`config.mk`:
```
export PLATFORM = sky130hd
export DESIGN_NAME = code_seq_gen
export DESIGN_NICKNAME = d
export VERILOG_FILES = /design/src/rtl/code_seq_gen.sv
export SDC_FILE = /design/constraint.sdc
export NUM_CORES = 1
export LEC_CHECK = 0
export ABC_AREA = 1
export CAP_MARGIN = 20
export CORE_MARGIN = 4
export CORE_UTILIZATION = 25
export DETAILED_ROUTE_END_ITERATION = 10
export MAX_ROUTING_LAYER = met4
export SLEW_MARGIN = 20
export SYNTH_ARGS = -nofsm -noshare
export SYNTH_HDL_FRONTEND = slang
export SYNTH_SLANG_ARGS = --single-unit
```
`constraint.sdc`:
```
create_clock -name i_clk -period 6.3 [get_ports i_clk]
set_input_delay 0.945 -clock i_clk [delete_from_list [all_inputs] [get_ports i_clk]]
set_output_delay 0.945 -clock i_clk [all_outputs]
set_load 0.1 [all_outputs]
```
`src/rtl/code_seq_gen.sv`:
```
// code_seq_gen: pulsed BPSK phase-code generator.
//
// On each accepted rising edge of i_sinc a code configuration is latched and
// emitted chip by chip as signed amplitude samples (+AMP for a 1 chip, -AMP for
// a 0 chip). Supports single code, complementary A/B alternation and CW.
//
// Ports:
//   i_clk        system clock
//   i_rst        synchronous reset, active-high
//   i_sinc       pulse sync level; rising edge starts a pulse
//   i_mode       0=code A, 1=alternate A/B, 2=CW, 3=off
//   i_code_a/b   codes, chip k taken from bit (numdig-1-k)
//   i_numdig     chips per pulse (1..MAX_DIG)
//   i_tb         clock cycles per chip (>=1)
//   o_signal     signed sample, 0 while idle
//   o_active     high for the numdig*tb cycles of a pulse
//   o_pulse_sel  code used by the current/last pulse (0=A, 1=B)
//   o_chip_idx   current chip index
//   o_done       strobe on the last cycle of a pulse
//   o_cfg_err    sticky: a start was rejected for bad configuration
//   o_overrun    sticky: a sync edge arrived while a pulse was running
//
// state | meaning
// ------+--------------------------------------------------------------
// IDLE  | output 0, waiting for a sync edge with a valid configuration
// RUN   | emitting chips from the shadow registers
module code_seq_gen #(
  parameter int DATA_W  = 16,
  parameter int MAX_DIG = 32,
  parameter int CNT_W   = 32,
  parameter logic signed [DATA_W-1:0] AMP = 16'sd8191
) (
  input  logic                     i_clk,
  input  logic                     i_rst,
  input  logic                     i_sinc,
  input  logic [1:0]               i_mode,
  input  logic [MAX_DIG-1:0]       i_code_a,
  input  logic [MAX_DIG-1:0]       i_code_b,
  input  logic [31:0]              i_numdig,
  input  logic [CNT_W-1:0]         i_tb,
  output logic signed [DATA_W-1:0] o_signal,
  output logic                     o_active,
  output logic                     o_pulse_sel,
  output logic [7:0]               o_chip_idx,
  output logic                     o_done,
  output logic                     o_cfg_err,
  output logic                     o_overrun
);

  localparam logic signed [DATA_W-1:0] AMP_NEG = -AMP;
  localparam logic [CNT_W-1:0]         CNT_ONE = CNT_W'(1);

  typedef enum logic {IDLE, RUN} state_t;

  state_t state, state_nxt;

  logic               sinc_q;
  logic               start_edge;
  logic               cfg_bad;
  logic               mode_off;
  logic               accept;
  logic               chip_end;
  logic               last_cycle;
  logic [MAX_DIG-1:0] code_sel;
  logic [MAX_DIG-1:0] sh_code;
  logic [CNT_W-1:0]   tb_m1;
  logic [CNT_W-1:0]   tb_left;
  logic [31:0]        chips_left;
  logic [7:0]         chip_idx;
  logic               toggle;
  logic               pulse_sel;
  logic               cfg_err;
  logic               overrun;

  assign start_edge = i_sinc & ~sinc_q;
  assign mode_off   = (i_mode == 2'd3);
  assign cfg_bad    = (i_numdig == 32'd0) || (i_numdig > 32'(MAX_DIG)) ||
                      (i_tb == '0);

  // Both counters run down to zero; the pulse ends when both hit zero together.
  assign chip_end   = (tb_left == '0);
  assign last_cycle = chip_end && (chips_left == 32'd0);

  // CW is handled by loading all ones, so the datapath has a single output path.
  always_comb begin
    code_sel = i_code_a;
    if (i_mode == 2'd2)
      code_sel = {MAX_DIG{1'b1}};
    else if (i_mode == 2'd1 && toggle)
      code_sel = i_code_b;
  end

  always_ff @(posedge i_clk) begin
    if (i_rst)
      state <= IDLE;
    else
      state <= state_nxt;
  end

  always_comb begin
    state_nxt = state;
    accept    = 1'b0;
    o_done    = 1'b0;
    case (state)
      IDLE: begin
        if (start_edge && !mode_off && !cfg_bad) begin
          accept    = 1'b1;
          state_nxt = RUN;
        end
      end
      RUN: begin
        if (last_cycle) begin
          o_done    = 1'b1;
          state_nxt = IDLE;
        end
      end
      default: state_nxt = IDLE;
    endcase
  end

  always_ff @(posedge i_clk) begin
    if (i_rst) begin
      sinc_q     <= 1'b0;
      sh_code    <= '0;
      tb_m1      <= '0;
      tb_left    <= '0;
      chips_left <= '0;
      chip_idx   <= '0;
      toggle     <= 1'b0;
      pulse_sel  <= 1'b0;
      cfg_err    <= 1'b0;
      overrun    <= 1'b0;
    end else begin
      sinc_q <= i_sinc;

      if (state == IDLE && start_edge && !mode_off && cfg_bad)
        cfg_err <= 1'b1;
      if (state == RUN && start_edge)
        overrun <= 1'b1;

      if (accept) begin
        // Left-align the code so chip 0 sits in the MSB; each chip shifts left.
        sh_code    <= code_sel << (32'(MAX_DIG) - i_numdig);
        tb_m1      <= i_tb - CNT_ONE;
        tb_left    <= i_tb - CNT_ONE;
        chips_left <= i_numdig - 32'd1;
        chip_idx   <= '0;
        if (i_mode == 2'd1) begin
          pulse_sel <= toggle;
          toggle    <= ~toggle;
        end else begin
          pulse_sel <= 1'b0;
          toggle    <= 1'b0;
        end
      end else if (state == RUN) begin
        if (last_cycle) begin
          chip_idx <= '0;
        end else if (chip_end) begin
          tb_left    <= tb_m1;
          chips_left <= chips_left - 32'd1;
          chip_idx   <= chip_idx + 8'd1;
          sh_code    <= {sh_code[MAX_DIG-2:0], 1'b0};
        end else begin
          tb_left <= tb_left - CNT_ONE;
        end
      end
    end
  end

  assign o_signal    = (state == RUN) ? (sh_code[MAX_DIG-1] ? AMP : AMP_NEG) : '0;
  assign o_active    = (state == RUN);
  assign o_pulse_sel = pulse_sel;
  assign o_chip_idx  = chip_idx;
  assign o_cfg_err   = cfg_err;
  assign o_overrun   = overrun;

endmodule
```
# Yosys cells after proc, flatten, opt, wreduce, memory -nomap -nowiden
# Cells that the tools add are included.
[classes]
add_sub_neg = 6
multipliers = 0
div_mod_pow = 0
n_lt_le_gt_ge = 1
n_eq_ne = 4
shift = 1
n_mux = 26
n_bitwise = 4
reduce_logical = 23
[ops]
columns = ["op", "n"]
rows = [
  ["$mux 32", 14],
  ["$logic_not 32->1", 4],
  ["$sub 32x1->32 const B", 4],
  ["$gt 32x6->1 const B", 1],
  ["$mux 16", 2],
  ["$shl 32x32->32", 1],
  ["$sub 6x32->32 const A", 1],
  ["$mux 8", 2],
  ["$add 8x1->8 const B", 1],
  ["$logic_and 1x1->1", 8],
  ["$mux 1", 7],
  ["$reduce_bool 2->1", 3],
  ["$eq 2x2->1 const B", 2],
  ["$reduce_and 2->1", 2],
  ["$not 1->1", 3],
  ["$reduce_and 3->1", 1],
  ["$eq 2x1->1 const B", 1],
  ["$logic_not 1->1", 2],
  ["$logic_or 1x1->1", 2],
  ["$ne 2x2->1 const B", 1],
  ["$pmux 1 s2", 1],
  ["$reduce_or 2->1", 1],
  ["$and 1x1->1", 1],
]
[word_totals]
reg_bits = 142
latchBits = 0
ram_bits = 0
rom_bits = 0
in_bits = 133
out_inout_bits = 29
elab_cells = 76
memories = 0

# Longest topological paths before layout
[logic_depth]
word_depth = 9
mapped_depth = 29
mapped_depth_nobuf = 27

# Least setup slack after synthesis
# No wires, ideal clock.
[synth_timing]
kind = "register to output"
from = "reg state, in the netlist o_active"
to = "out o_signal[14]"
arrival_time_ns = 3.096
required_ns = 5.355
slack_ns = 2.259
stages_incl_launch_ff = 4
n_path_buf = 1
cell_sequence = "dfxtp_1 -> inv_1 -> nor2_1 -> buf_4"
[synth_via]
elab_chain_cells = 1
[synth_lines]
columns = ["item", "line", "source"]
rows = [
  ["from (decl)", "55", "state_t state, state_nxt;"],
  ["from (signal assigned)", "97", "state <= state_nxt;"],
  ["$mux 16", "170", "assign o_signal = (state == RUN) ? (sh_code[MAX_DIG-1] ? AMP : AMP_NEG) : '0;"],
  ["to (decl)", "41", "output logic signed [DATA_W-1:0] o_signal,"],
]
# No other way between the ends.

# Worst setup path in the final report
[layout_timing]
from = "in i_numdig[0]"
to = "reg tb_left[16]"
[layout_via]
elab_chain_cells = 9
elab_cells_between_ends = 12
classes_between = "order compare (1); eq/ne (1); mux (3); reduce/logical (7)"
[layout_lines]
columns = ["item", "line", "source"]
rows = [
  ["from (decl)", "39", "input logic [31:0] i_numdig,"],
  ["$gt 32x6->1 or $logic_not 32->1 (tied branches)", "77", "assign cfg_bad = (i_numdig == 32'd0) || (i_numdig > 32'(MAX_DIG)) ||"],
  ["$logic_or 1x1->1 (*) (2 in a row)", "77", ""],
  ["$logic_not 1->1 (*)", "106", "if (start_edge && !mode_off && !cfg_bad) begin"],
  ["$logic_and 1x1->1 (*)", "106", ""],
  ["$mux 1 (*)", "106", ""],
  ["$mux 1 (*)", "104", "case (state)"],
  ["$ne 2x2->1 (no line) or $reduce_bool 2->1 (tied branches)", "--", ""],
  ["$reduce_and 2->1 (no line)", "--", ""],
  ["to (signal assigned)", "145", "tb_left <= i_tb - CNT_ONE;"],
  ["to (signal assigned)", "159", "tb_left <= tb_m1;"],
  ["to (signal assigned)", "164", "tb_left <= tb_left - CNT_ONE;"],
  ["to (decl)", "67", "logic [CNT_W-1:0] tb_left;"],
]
# Mark *: on every way between the ends. The rest lies on a longest branch, timed or not.
# A chain may end at the register's enable or synchronous reset.

==> impl_metrics.py <==
metrics = {
    "status": {
        "status": "finished clean",
    },
    "setup_path": {
        "cp-start-kind": "primary input",
        "r2r_end": "chips_left[2]$_SDFFE_PP0P_",
        "path_class": "in -> reg",
        "cp_data_required_time_ns": 6.62,
        "r2r-start": "tb_left[0]$_SDFFE_PP0P_",
        "crit_path_end_kind": "register",
        "critPathMaxFanout": 52,
        "r2r_cells": 15,
        "arrival_ns": 5.34,
        "r2r_setup_slack_ns": 2.64,
    },
    "timing": {
        "relSlewSlack_pct": 24.6,
        "drv_slew": 0,
        "period_minus_slack_ns": 5.01,
        "hold_viol_final": 0,
        "fin_crit_sh_pct": 79.6,
        "setup_viol": 0,
        "clock_skew_ns": 0.0131,
        "final.setup.tns_ns": 0,
        "tightest_slew_ns": 1.13,
        "rsz0062_at_grt": "false",
        "fmax_mhz": 199,
    },
    "logic_synthesis": {
        "yosysTopAreaCellShare_pct": 23.5,
        "synth_area_leaders": "dfxtp_1, nand2_1, nand3_1",
        "syn_nets": 2215,
        "synth-edff-count": 0,
        "synth_top_area_cell": "dfxtp_1",
        "ys.flop_type": "dfxtp_1",
        "ys_seq_area_share_pct": 23.5,
        "syn_area_um2": 12100,
        "synthCells": 2076,
        "synth_warnings": 0,
        "yosysMostFrequentCell": "nand2_1",
        "synth_common_cells": "nand2_1, nand3_1, nor2_1",
        "synthArstFlopShare_pct": 0,
        "synth.distinct_cells": 55,
        "ys_ff_latch": 142,
        "avgSynthCellArea_um2": 5.82,
    },
    "min_path": {
        "min_from": "tb_m1[29]$_SDFFE_PP0P_",
        "hold_depth": 2,
        "min_path_type": "reg -> reg",
        "hold_end": "tb_m1[29]$_SDFFE_PP0P_",
    },
    "finish": {
        "finish.utilization_pct": 30.6,
        "drive_gt1_share_pct": 6.78,
        "nets": 2294,
        "area_growth_pct": 21.0,
    },
    "grt": {
        "antenna_found_initial": 2,
        "grt_usage_pct": 16.6,
        "grt_pass1_vias": 13100,
        "grt_first_pass_wirelength_mm": 69.8,
        "grt_overflow": 0,
        "grt_max_degree": 61,
    },
    "cts": {
        "clk_pin_slew_ns": 0.06,
        "ctsLongestPathBuffers": 2,
        "htree_levels": 4,
        "post_cts_buffers": 0,
        "ctsResizeCount": 0,
        "cts-root-buf": "clkbuf_16",
        "clkLatencyLatePin_ns": 0.44,
        "cts_tree": "done",
        "hold_buffers": 0,
        "cts.sinks": 142,
        "cts_made_buffers": 17,
    },
    "flow_run": {
        "maxCapViolCount": 0,
    },
    "power_and_ir_drop": {
        "p_sw_w": 0.000636,
        "sw_frac_of_total_pct": 27.9,
        "power_frac_comb_pct": 15.9,
        "peakVddDrop_mv": 0.179,
        "clkPwrFrac_pct": 44.7,
        "p_total_w": 0.00228,
        "pwr-share-seq_pct": 39.4,
        "power_density_nw_per_um2": 156,
        "leakage_nw": 6.70,
        "p_int_w": 0.00165,
    },
    "placed_design": {
        "dp_hpwl_mm": 33.3,
        "gp_congestion": 0.931,
        "portBuffers": 161,
    },
    "floorplan": {
        "die_area_um2": 51900,
        "fp-row-count": 80,
        "die_y_um": 228,
        "fp.dieW_um": 228,
        "initial_core_util_pct": 25.3,
        "io_pins": 162,
        "coreArea_um2": 47700,
    },
    "detailed_routing": {
        "via_count": 13900,
        "routedWlPerCell_um": 15.6,
        "dr.pass1.iters": 5,
        "routed_wirelength_mm": 43.5,
        "drcViolationCount": 0,
        "avgViaCountPerCell": 5.00,
        "drt_iter0_drc": 1253,
        "ant_nets": 0,
    },
}
-- per-layer routing --
metal  wire (µm)  GRT usage, %
met5           0             -
met4         751          4.00
met3        2580          2.62
met2       19100          25.4
met1       21100          23.1
-- cell families after synthesis --
kind of cell	synth area share, %
buf+inv	11.5
simple gates	45.1
flops	23.5
compound gates	15.9
xor+xnor	3.40
fa+ha+maj	0.621
-- state kept, by name, summed over array words and instances, names as in the netlist --
| register | cells |
|---|---|
| toggle | 1 |
| o_cfg_err | 1 |
| o_active | 1 |
| o_overrun | 1 |
| sh_code | 32 |
| sinc_q | 1 |
| chips_left | 32 |
| tb_m1 | 32 |
| tb_left | 32 |
| o_pulse_sel | 1 |
| o_chip_idx | 8 |
-- placed cells by master, fill, tap and decap left out, types with 14 or more instances in the layout --
master / instances
o22ai_1: 16
nor2_1: 206
xnor2_1: 17
clkdlybuf4s50_1: 160
inv_1: 202
clkbuf_16: 17
dfxtp_1: 142
nand4_1: 62
o21ai_0: 151
nand3_1: 265
a21oi_1: 79
o211ai_1: 14
a31oi_1: 32
nand2_2: 17
xor2_1: 29
nand2_1: 548
nor3_1: 23
nor2_2: 31
-- power by group through the flow --
stage	combinational (W)	clock, W	sequential (W)
5_1_grt	0.000402	0.00107	0.000899
3_3_place_gp	0.000362	0	0.000919
2_1_floorplan	0.000192	0	0.000923
6_report	0.000364	0.00102	0.000899
4_1_cts	0.000363	0.00104	0.000899
3_5_place_dp	0.000361	0	0.000919
-- worst max-delay path by stage --
stage	startpoint	to	slack, ns	depth (start not counted)
2_1_floorplan	o_active$_SDFF_PP0_	o_signal[14]	2.26	3
3_3_place_gp	i_numdig[0]	tb_left[16]$_SDFFE_PP0P_	0.96	18
3_5_place_dp	i_numdig[0]	tb_left[16]$_SDFFE_PP0P_	0.84	18
4_1_cts	i_numdig[0]	tb_left[16]$_SDFFE_PP0P_	1.28	18
5_1_grt	i_numdig[0]	tb_left[17]$_SDFFE_PP0P_	0.88	18
6_report	i_numdig[0]	tb_left[16]$_SDFFE_PP0P_	1.29	18
-- stage by stage --
| stage | std cells | hold slack (ns) | instance area [µm²] | setup WS, ns |
|---|---|---|---|---|
| final | 2784 | 0.463 | 14600 | 1.29 |
| after global routing | 2784 | 0.481 | 14600 | 0.879 |
| after CTS | 2781 | 0.466 | 14600 | 1.28 |
| after detailed placement | 2750 | 0.450 | 14000 | 0.836 |
| after global placement | 2750 | 0.450 | 14000 | 0.960 |
| after floorplan | 2076 | 0.423 | 12100 | 2.26 |
-- layout make-up --
type	count	area [µm²]
clock buffer	20	457
clock inverter	11	130
fill	5202	33100
timing repair buffer	175	1720
sequential	142	2840
multi-input combinational	1602	7880
inverter	217	820
antenna	2	5.00
tap	615	769
-- worst max-delay path, stage by stage --
cell and delay [ns]:
clkdlybuf4s50_1 0.46, inv_4 0.33, ha_1 0.24, inv_1 0.07
nor2_4 0.10, nand2_2 0.12, nand2_4 0.13, nand2_2 0.08
nor2_2 0.15, o31ai_2 0.09, nor2_2 0.17, nand2_4 0.34
inv_4 0.45, buf_4 0.39, nor2_2 0.15, inv_2 0.64
o21ai_0 0.18, a32o_1 0.24
Note: power is estimated with default switching activity, not from simulation.
